**src/rtl/osc1_pkg.sv**
```systemverilog
// Shared definitions for the oscillator / DAC stimulation path.
//   - FSM state encoding of the pulse train generator
//   - DAC request modes and the SPI write address
//   - default DAC idle (midscale) code
//   - helper that checks a pulse timing configuration
package osc1_pkg;

   localparam logic [1:0] ST_IDLE  = 2'd0;
   localparam logic [1:0] ST_HIGH  = 2'd1;
   localparam logic [1:0] ST_LOW   = 2'd2;
   localparam logic [1:0] ST_DRAIN = 2'd3;

   localparam logic [1:0] DAC_MODE_NOP   = 2'b00;
   localparam logic [1:0] DAC_MODE_WRITE = 2'b01;
   localparam logic [1:0] DAC_MODE_READ  = 2'b10;

   localparam logic [7:0]  DAC_ADDR_WRITE    = 8'h01;
   localparam logic [15:0] DEFAULT_IDLE_CODE = 16'h8000;

   // A pulse needs a non-empty high phase and a non-empty low phase.
   function automatic logic timing_cfg_ok(input logic [31:0] width,
                                          input logic [31:0] period);
      return (width != 32'd0) && (period > width);
   endfunction

endpackage

```
**src/rtl/dac_pulse_train_gen_buffer.sv**
```systemverilog
// dac_req_buffer: DAC write request buffer = output register + one pending slot.
//   clk, rst     clock / async active-high reset
//   enq          push a code this cycle
//   enq_data     code to push
//   ovr_clr      clear the sticky overrun flag
//   dac_ready    downstream accepts the presented request
//   out_valid    request presented downstream
//   out_data     presented code; holds last code when out_valid=0
//   empty        neither output register nor pending slot holds a code
//   overrun      sticky: pending code was overwritten before being sent
module dac_req_buffer #(
   parameter int                DATA_W     = 16,
   parameter logic [DATA_W-1:0] RESET_CODE = {1'b1, {(DATA_W-1){1'b0}}}
) (
   input  logic              clk,
   input  logic              rst,
   input  logic              enq,
   input  logic [DATA_W-1:0] enq_data,
   input  logic              ovr_clr,
   input  logic              dac_ready,
   output logic              out_valid,
   output logic [DATA_W-1:0] out_data,
   output logic              empty,
   output logic              overrun
);

   logic              out_valid_q;
   logic [DATA_W-1:0] out_data_q;
   logic              pend_valid_q;
   logic [DATA_W-1:0] pend_data_q;
   logic              overrun_q;
   logic              accept;

   assign accept = out_valid_q && dac_ready;

   always_ff @(posedge clk or posedge rst) begin
      if (rst) begin
         out_valid_q  <= 1'b0;
         out_data_q   <= RESET_CODE;
         pend_valid_q <= 1'b0;
         pend_data_q  <= RESET_CODE;
         overrun_q    <= 1'b0;
      end else begin
         if (accept) begin
            // Accept with a pending code: pending advances first so codes
            // leave in enqueue order; a simultaneous push takes the slot.
            if (pend_valid_q) begin
               out_data_q   <= pend_data_q;
               pend_valid_q <= enq;
               if (enq) pend_data_q <= enq_data;
            end else begin
               out_valid_q <= enq;
               if (enq) out_data_q <= enq_data;
            end
         end else if (enq) begin
            if (!out_valid_q) begin
               out_valid_q <= 1'b1;
               out_data_q  <= enq_data;
            end else begin
               // latest code wins over an unsent pending one
               pend_valid_q <= 1'b1;
               pend_data_q  <= enq_data;
            end
         end

         if (enq && !accept && pend_valid_q) overrun_q <= 1'b1;
         else if (ovr_clr)                   overrun_q <= 1'b0;
      end
   end

   assign out_valid = out_valid_q;
   assign out_data  = out_data_q;
   assign empty     = !out_valid_q && !pend_valid_q;
   assign overrun   = overrun_q;

endmodule

```
**src/rtl/dac_pulse_train_gen.sv**
```systemverilog
// dac_pulse_train_gen: one channel's rectangular stimulation pulse train.
// Emits a DAC code on every level transition through a valid/ready request
// port consumed by the DAC SPI controller.
//   cfg_amplitude/pulse_width/period/n_pulses  latched on an accepted trigger
//   trigger / abort      start (IDLE only) / stop and return to IDLE_CODE
//   busy, pulse_active   train running / high phase
//   done, cfg_error      end-of-train strobe / bad-config strobe (with done)
//   overrun              sticky: a pending code was overwritten
//   dac_valid/mode/data  write request; dac_ready accepts it
module dac_pulse_train_gen
   import osc1_pkg::*;
#(
   parameter int                DATA_W    = 16,
   parameter int                TIMER_W   = 24,
   parameter int                COUNT_W   = 16,
   parameter logic [DATA_W-1:0] IDLE_CODE = DATA_W'(DEFAULT_IDLE_CODE)
) (
   input  logic               clk,
   input  logic               rst,
   input  logic [DATA_W-1:0]  cfg_amplitude,
   input  logic [TIMER_W-1:0] cfg_pulse_width,
   input  logic [TIMER_W-1:0] cfg_period,
   input  logic [COUNT_W-1:0] cfg_n_pulses,
   input  logic               trigger,
   input  logic               abort,
   output logic               busy,
   output logic               pulse_active,
   output logic               done,
   output logic               cfg_error,
   output logic               overrun,
   output logic               dac_valid,
   output logic [1:0]         dac_mode,
   output logic [DATA_W-1:0]  dac_data,
   input  logic               dac_ready
);

   logic [1:0]         state_q, state_d;
   logic [TIMER_W-1:0] timer_q, timer_d;
   logic [COUNT_W-1:0] pulse_cnt_q, pulse_cnt_d;
   logic [DATA_W-1:0]  amp_q;
   logic [TIMER_W-1:0] width_q;
   logic [TIMER_W-1:0] period_q;
   logic [COUNT_W-1:0] n_q;
   logic               err_q;
   logic [DATA_W-1:0]  last_enq_q;

   logic               start, start_ok;
   logic               enq;
   logic [DATA_W-1:0]  enq_data;
   logic               buf_empty;

   assign start    = (state_q == ST_IDLE) && trigger && !abort;
   assign start_ok = start && timing_cfg_ok(32'(cfg_pulse_width), 32'(cfg_period));

   // timer_q counts down the remaining cycles of the current phase
   always_comb begin
      state_d     = state_q;
      timer_d     = timer_q;
      pulse_cnt_d = pulse_cnt_q;
      enq         = 1'b0;
      enq_data    = IDLE_CODE;
      case (state_q)
         ST_IDLE: begin
            if (start_ok) begin
               state_d     = ST_HIGH;
               timer_d     = cfg_pulse_width - TIMER_W'(1);
               pulse_cnt_d = '0;
               enq         = 1'b1;
               enq_data    = cfg_amplitude;
            end
         end
         ST_HIGH, ST_LOW: begin
            if (abort) begin
               enq     = (last_enq_q != IDLE_CODE);
               state_d = ST_DRAIN;
            end else if (timer_q == '0) begin
               if (state_q == ST_HIGH) begin
                  state_d     = ST_LOW;
                  timer_d     = period_q - width_q - TIMER_W'(1);
                  pulse_cnt_d = pulse_cnt_q + COUNT_W'(1);
                  enq         = 1'b1;
               end else if ((n_q != '0) && (pulse_cnt_q == n_q)) begin
                  state_d = ST_DRAIN;
               end else begin
                  state_d  = ST_HIGH;
                  timer_d  = width_q - TIMER_W'(1);
                  enq      = 1'b1;
                  enq_data = amp_q;
               end
            end else begin
               timer_d = timer_q - TIMER_W'(1);
            end
         end
         ST_DRAIN: begin
            if (buf_empty) state_d = ST_IDLE;
         end
         default: state_d = ST_IDLE;
      endcase
   end

   always_ff @(posedge clk or posedge rst) begin
      if (rst) begin
         state_q     <= ST_IDLE;
         timer_q     <= '0;
         pulse_cnt_q <= '0;
         amp_q       <= IDLE_CODE;
         width_q     <= '0;
         period_q    <= '0;
         n_q         <= '0;
         err_q       <= 1'b0;
         last_enq_q  <= IDLE_CODE;
      end else begin
         state_q     <= state_d;
         timer_q     <= timer_d;
         pulse_cnt_q <= pulse_cnt_d;
         err_q       <= start && !start_ok;
         if (start) begin
            amp_q    <= cfg_amplitude;
            width_q  <= cfg_pulse_width;
            period_q <= cfg_period;
            n_q      <= cfg_n_pulses;
         end
         if (enq) last_enq_q <= enq_data;
      end
   end

   dac_req_buffer #(
      .DATA_W     (DATA_W),
      .RESET_CODE (IDLE_CODE)
   ) u_buf (
      .clk       (clk),
      .rst       (rst),
      .enq       (enq),
      .enq_data  (enq_data),
      .ovr_clr   (start),
      .dac_ready (dac_ready),
      .out_valid (dac_valid),
      .out_data  (dac_data),
      .empty     (buf_empty),
      .overrun   (overrun)
   );

   assign busy         = (state_q != ST_IDLE);
   assign pulse_active = (state_q == ST_HIGH);
   assign done         = err_q || ((state_q == ST_DRAIN) && buf_empty);
   assign cfg_error    = err_q;
   assign dac_mode     = dac_valid ? DAC_MODE_WRITE : DAC_MODE_NOP;

endmodule

```
**config.mk**
```make
export PLATFORM = sky130hd
export DESIGN_NAME = dac_pulse_train_gen
export DESIGN_NICKNAME = d
export VERILOG_FILES = /design/src/rtl/osc1_pkg.sv /design/src/rtl/dac_pulse_train_gen_buffer.sv /design/src/rtl/dac_pulse_train_gen.sv
export SDC_FILE = /design/constraint.sdc
export NUM_CORES = 1
export LEC_CHECK = 0
export ABC_AREA = 1
export BUFFER_PORTS_ARGS = -buffer_cell sky130_fd_sc_hd__buf_2
export CAP_MARGIN = 10
export CORE_MARGIN = 1
export CORE_UTILIZATION = 60
export DETAILED_ROUTE_END_ITERATION = 6
export GPL_ROUTABILITY_DRIVEN = 0
export PLACE_DENSITY = 0.81
export REMOVE_ABC_BUFFERS = 1
export SLEW_MARGIN = 20
export SYNTH_ARGS = -nofsm -noshare
export SYNTH_HDL_FRONTEND = slang
export SYNTH_SLANG_ARGS = --single-unit
```
**constraint.sdc**
```tcl
create_clock -name clk -period 14 [get_ports clk]
set_input_delay 2.1 -clock clk [delete_from_list [all_inputs] [get_ports clk]]
set_output_delay 2.1 -clock clk [all_outputs]
set_load 0.01 [all_outputs]
```
# [Word level (Yosys, flattened, before mapping)]
# Index checks and enable logic that the tools add are counted.
[word_totals] elab_cells=121 input_bits=85 reg_bits=174 output_inout_bits=24
[classes] add_sub_neg=6 n_lt_le_gt_ge=1 n_mux=49 reduce_logical=35 n_eq_ne=16
[ops] op="$mux W16" count=18
[ops] op="$mux W24" count=5
[ops] op="$sub A24 B1 Y24 const B" count=4
[ops] op="$pmux W16 S2" count=2
[ops] op="$pmux W24 S2" count=1
[ops] op="$gt A24 B24 Y1" count=1
[ops] op="$logic_not A24 Y1" count=1
[ops] op="$reduce_bool A24 Y1" count=1
[ops] op="$sub A24 B24 Y24" count=1
[ops] op="$add A16 B1 Y16 const B" count=1
[ops] op="$eq A16 B16 Y1" count=1
[ops] op="$ne A16 B16 Y1 const B" count=1
[ops] op="$reduce_bool A16 Y1" count=1
[ops] op="$mux W1" count=15
[ops] op="$ne A2 B2 Y1 const B" count=7
[ops] op="$mux W2" count=6
[ops] op="$reduce_bool A2 Y1" count=6
[ops] op="$logic_and A1 B1 Y1" count=11
[ops] op="$reduce_and A4 Y1" count=2
[ops] op="$pmux W2 S3" count=1
[ops] op="$reduce_and A3 Y1" count=2
[ops] op="$logic_not A1 Y1" count=5
[ops] op="$reduce_and A5 Y1" count=1
[ops] op="$eq A2 B2 Y1 const B" count=2
[ops] op="9 further kinds" count=11

# [Depth between registers and ports, before layout]
[logic_depth] depth_word=10 mapped_depth=19

# [Modules after synthesis]
# A second synthesis with hierarchy kept.
[unflattened] cells_unflattened=1909 area_unflattened_um2=12463.2
[modules_own_cells] module="dac_pulse_train_gen" seq_area_each_um2=3480.8 instances=1 cells_each=1694 area_per_inst_um2=10769.1
[modules_own_cells] module="dac_req_buffer" seq_area_each_um2=878.3 instances=1 cells_each=215 area_per_inst_um2=1694.1

# [Worst setup path before layout]
# OpenSTA, ideal clock, no wires.
[synth_path] path_type="input port to flip-flop" from="input cfg_pulse_width[23]" to="register pulse_cnt_q[3]" setup_ps=123 cell_stages=14 required_ps=13877 path_slack_ps=10087 t_arrival_ps=3790 cell_sequence="inv_1 > ha_1 > nand2_1 > nor2_1 > nand2_1 > nor3_1 > nor2_4 > nand3_2 > nand2_2 > nand2_2 > inv_2 > buf_4 > nand4_1 > o21ai_1"
[synth_between] elab_chain_len=5
[synth_lines] item="from (decl)" line_no="dac_pulse_train_gen.sv:21" text="input logic [TIMER_W-1:0] cfg_pulse_width,"
[synth_lines] item="$gt A24 B24 Y1 / $reduce_bool A24 Y1 (equally long branches)" line_no="osc1_pkg.sv:23" text="return (width != 32'd0) && (period > width);"
[synth_lines] item="$logic_and A1 B1 Y1 *" line_no="osc1_pkg.sv:23"
[synth_lines] item="$logic_and A1 B1 Y1 *" line_no="dac_pulse_train_gen.sv:53" text="assign start_ok = start && timing_cfg_ok(32'(cfg_pulse_width), 32'(cfg_period));"
[synth_lines] item="$ne A2 B2 Y1 (no source line) *"
[synth_lines] item="$reduce_and A5 Y1 (no source line) *"
[synth_lines] item="to (signal assigned)" line_no="dac_pulse_train_gen.sv:115" text="pulse_cnt_q <= pulse_cnt_d;"
[synth_lines] item="to (decl)" line_no="dac_pulse_train_gen.sv:39" text="logic [COUNT_W-1:0] pulse_cnt_q, pulse_cnt_d;"
# Mark *: on every way between the ends. The rest lies on a longest branch, timed or not.
# A chain may end at the register's enable or synchronous reset.

# [Worst setup path after layout]
[layout_path] from="input cfg_pulse_width[23]" to="register timer_q[9]"
[layout_between] elab_chain_len=5
[layout_lines] item="$gt A24 B24 Y1 / $reduce_bool A24 Y1 (equally long branches)" line_no="osc1_pkg.sv:23"
[layout_lines] item="$logic_and A1 B1 Y1 *" line_no="osc1_pkg.sv:23"
[layout_lines] item="$logic_and A1 B1 Y1 *" line_no="dac_pulse_train_gen.sv:53"
[layout_lines] item="$ne A2 B2 Y1 (no source line) *"
[layout_lines] item="$reduce_and A4 Y1 (no source line) *"
[layout_lines] item="to (signal assigned)" line_no="dac_pulse_train_gen.sv:114" text="timer_q <= timer_d;"
[layout_lines] item="to (decl)" line_no="dac_pulse_train_gen.sv:38" text="logic [TIMER_W-1:0] timer_q, timer_d;"
# Marked as above.

==> impl_metrics.toml <==
[power]
pwr_density_cell_nw_per_um2 = 77.5
power_leakage_nw = 7.67
report.power.total_mw = 1.06
vdd.ir_drop.worst_v = 0.0000712

[clock_network]
cts_buffer_depth = 2
clock_insertion_delay_worst_skew_ns = 0.46
cts.clk_slew.worst_paths_ns = 0.08
cts_max_level = 4
cts.sink_count = 174
cts.repair.resized = 0
clock_buffers_created_by_tritoncts = 17
number_of_buffers_added_for_setup_after_cts = 0
cts_root_buf = "clkbuf_16"
tritoncts_clock_tree = "built"
holdBufCountCts = 0

[sta]
final_setup_violation_count = 0
fin_skew_ns = 0.0171
maxSlewViolCount = 0
grt_setup_unrepaired = "no"
worst_pin_slew_ns = 0.996
period_minus_slack_ns = 4.75
period_utilisation_layout_pct = 34.0
fin_worst_hold_slack_ns = 0.469
max_freq_mhz = 210
timing.final.hold_violations = 0
relative_slew_slack_pct = 33.6
final.setup.worst_slack_ns = 9.25
finalSetupTns_ns = 0

[critical_path]
setup.worst_path.start_class = "input pin"
ff2ff_setup_slack_ns = 10.15
criticalPathCategory = "input pin to register"
cp.required_ns = 14.36
worst-path-max-fanout = 36
arrival_ns = 5.12
end_kind = "register"

[grt]
globalRoute.totalOverflow = 0
first_global_vias = 11474
antenna_found_initial = 1
grt_pass1_wl_um = 56800
grt_usage_pct = 33.6
maximum_number_of_pins_on_one_net_before_global_route_repair = 105

[logic_synthesis]
area_share_of_the_largest_cell_type_after_synthesis_pct = 34.3
synth.area.top_cells = "dfrtp_1, nand2_1, inv_1"
syn-mean-instance-area_um2 = 6.76
synth.lib_cells_used.distinct = 54
synth_seq_area_share_pct = 35.1
netlist_instances = 1835
yosys.area.top_type = "dfrtp_1"
mappedNetlistArea_um2 = 12400
synth-warning-count = 0
synth_register_bits = 174

[drt]
drt_first_iter_violations = 1149
drt-vias-per-instance = 5.73
route.detailed.wl_per_inst_um = 16.0
antenna_violating_nets_post_route = 0
vias = 12573
wl_um = 35100
detail_route.first_pass.iterations = 6
post-route-drc-count = 0

[run_status]
run_status = "completed"

[floorplan]
die_height_um = 146
fp.dieW_um = 146
ios = 109
core_region_area_um2 = 20200
fp.dieArea_um2 = 21300
std_cell_rows = 52
initial_core_util_pct = 61.3

[run]
max-cap-violations = 0

[hold_path]
worst_hold_path_type = "register to register"

[layout]
drive_gt1_share_pct = 10.6
area.growth.synth_to_final_pct = 10.4
nets = 2054
final_core_util_pct = 67.7

[placed_design]
post_placement_worst_setup_slack_ns = 8.97
place.port_buffers = 107
hpwl_um = 25500
-- area by class of cell --
class	instances	area, um^2
multi-input cells	1396	7010
fillers	1798	6530
flip-flops and latches	174	4360
inverters	209	790
repair buffers	112	573
clock buffers	17	425
well taps	270	338
clock inverters	15	210
diodes	1	2.50
-- layer usage --
metal  routed length (um)  track usage [%]  share of wire (%)
met1                15200             47.0                 43
met2                15700             51.8                 45
met3                 3120             6.87                8.9
met4                 1140             11.8                3.2
met5                    0                0                  0
-- worst max-delay path, stage by stage --
cell,delay [ns]
buf_2,0.09
inv_1,0.09
ha_1,0.32
nand2_1,0.08
nor2_1,0.15
nand2_1,0.18
nor2_1,0.15
nand2_1,0.08
nand3_2,0.31
nand3_2,0.20
nand2_2,0.16
nand3_2,0.27
inv_2,0.58
nor2_1,0.13
a31oi_1,0.18
-- registers in the layout, indices dropped and copies added, names as in the netlist --
signal	count
state_q	2
u_buf.out_data	16
cfg_error	1
u_buf.pend_data_q	16
u_buf.out_valid	1
timer_q	24
last_enq_q	16
u_buf.overrun	1
period_q	24
n_q	16
u_buf.pend_valid_q	1
pulse_cnt_q	16
width_q	24
amp_q	16
-- logic make-up after synthesis --
kind of cell	after synthesis	share of synthesized area [%]
AOI/OAI and AO/OA	276	12.5
xor gates and xnor gates	43	3.03
adders and majority gates	59	6.01
buffers and inverters	265	8.56
DFF	174	35.1
other	1	0.0302
and+or+nand+nor	1017	34.7
-- placed cells by master, fill, tap and decap left out, types with 39 or more instances in the layout --
cell type  count
dfrtp_1      170
nor2_1       193
ha_1          58
inv_1        198
o21ai_0      112
nand3_1      122
buf_2        107
xor2_1        39
nand2_1      600
nand4_1       42
a21oi_1       83
-- power breakdown --
group	total (mW)	internal (mW)	switching, mW
Sequential	0.502	0.502	0
Combinational	0.0615	0.0194	0.0420
Clock	0.499	0.247	0.251
Total	1.06	0.769	0.293
-- Yosys cell counts (all sizes together) --
cell and number:
a41oi 1, xor2 39, nand3b 3, o311ai 1
nand2 609, o21ai 147, dfrtp 170, nand4 43
nand3 127, clkbuf 31, a31oi 12, a21boi 4
o22ai 1, conb 1, a22oi 1, xnor2 4
nand2b 1, a2bb2oi 1, or2 2, nor3 27
a31o 1, inv 207, clkinv 2, a21oi 84
o31ai 5, o21bai 2, o211ai 7, dfstp 4
nor4 5, a21o 3, fa 1, buf 25
a211oi 1, nor2 200, ha 58, o21a 5
-- through the flow --
step,instances,area [um^2]
floorplan,1779,12100
global placement,2161,13100
detailed placement,2161,13100
CTS,2193,13700
global route,2194,13700
finish,2194,13700
-- worst paths after layout --
| check | startpoint | depth (start not counted) | to |
|---|---|---|---|
| setup / recovery | cfg_pulse_width[23] | 15 | timer_q[9] |
| setup reg to reg | state_q[1] | 10 | timer_q[9] |
| hold reg to reg | u_buf.out_data[15] | 2 | u_buf.out_data[15] |
| max in group asynchronous | rst | 3 | timer_q[14] |
| hold / removal | u_buf.out_data[15] | 2 | u_buf.out_data[15] |
| min in group asynchronous | rst | 2 | u_buf.pend_valid_q |
No activity file was read; power rests on OpenSTA's default activity.
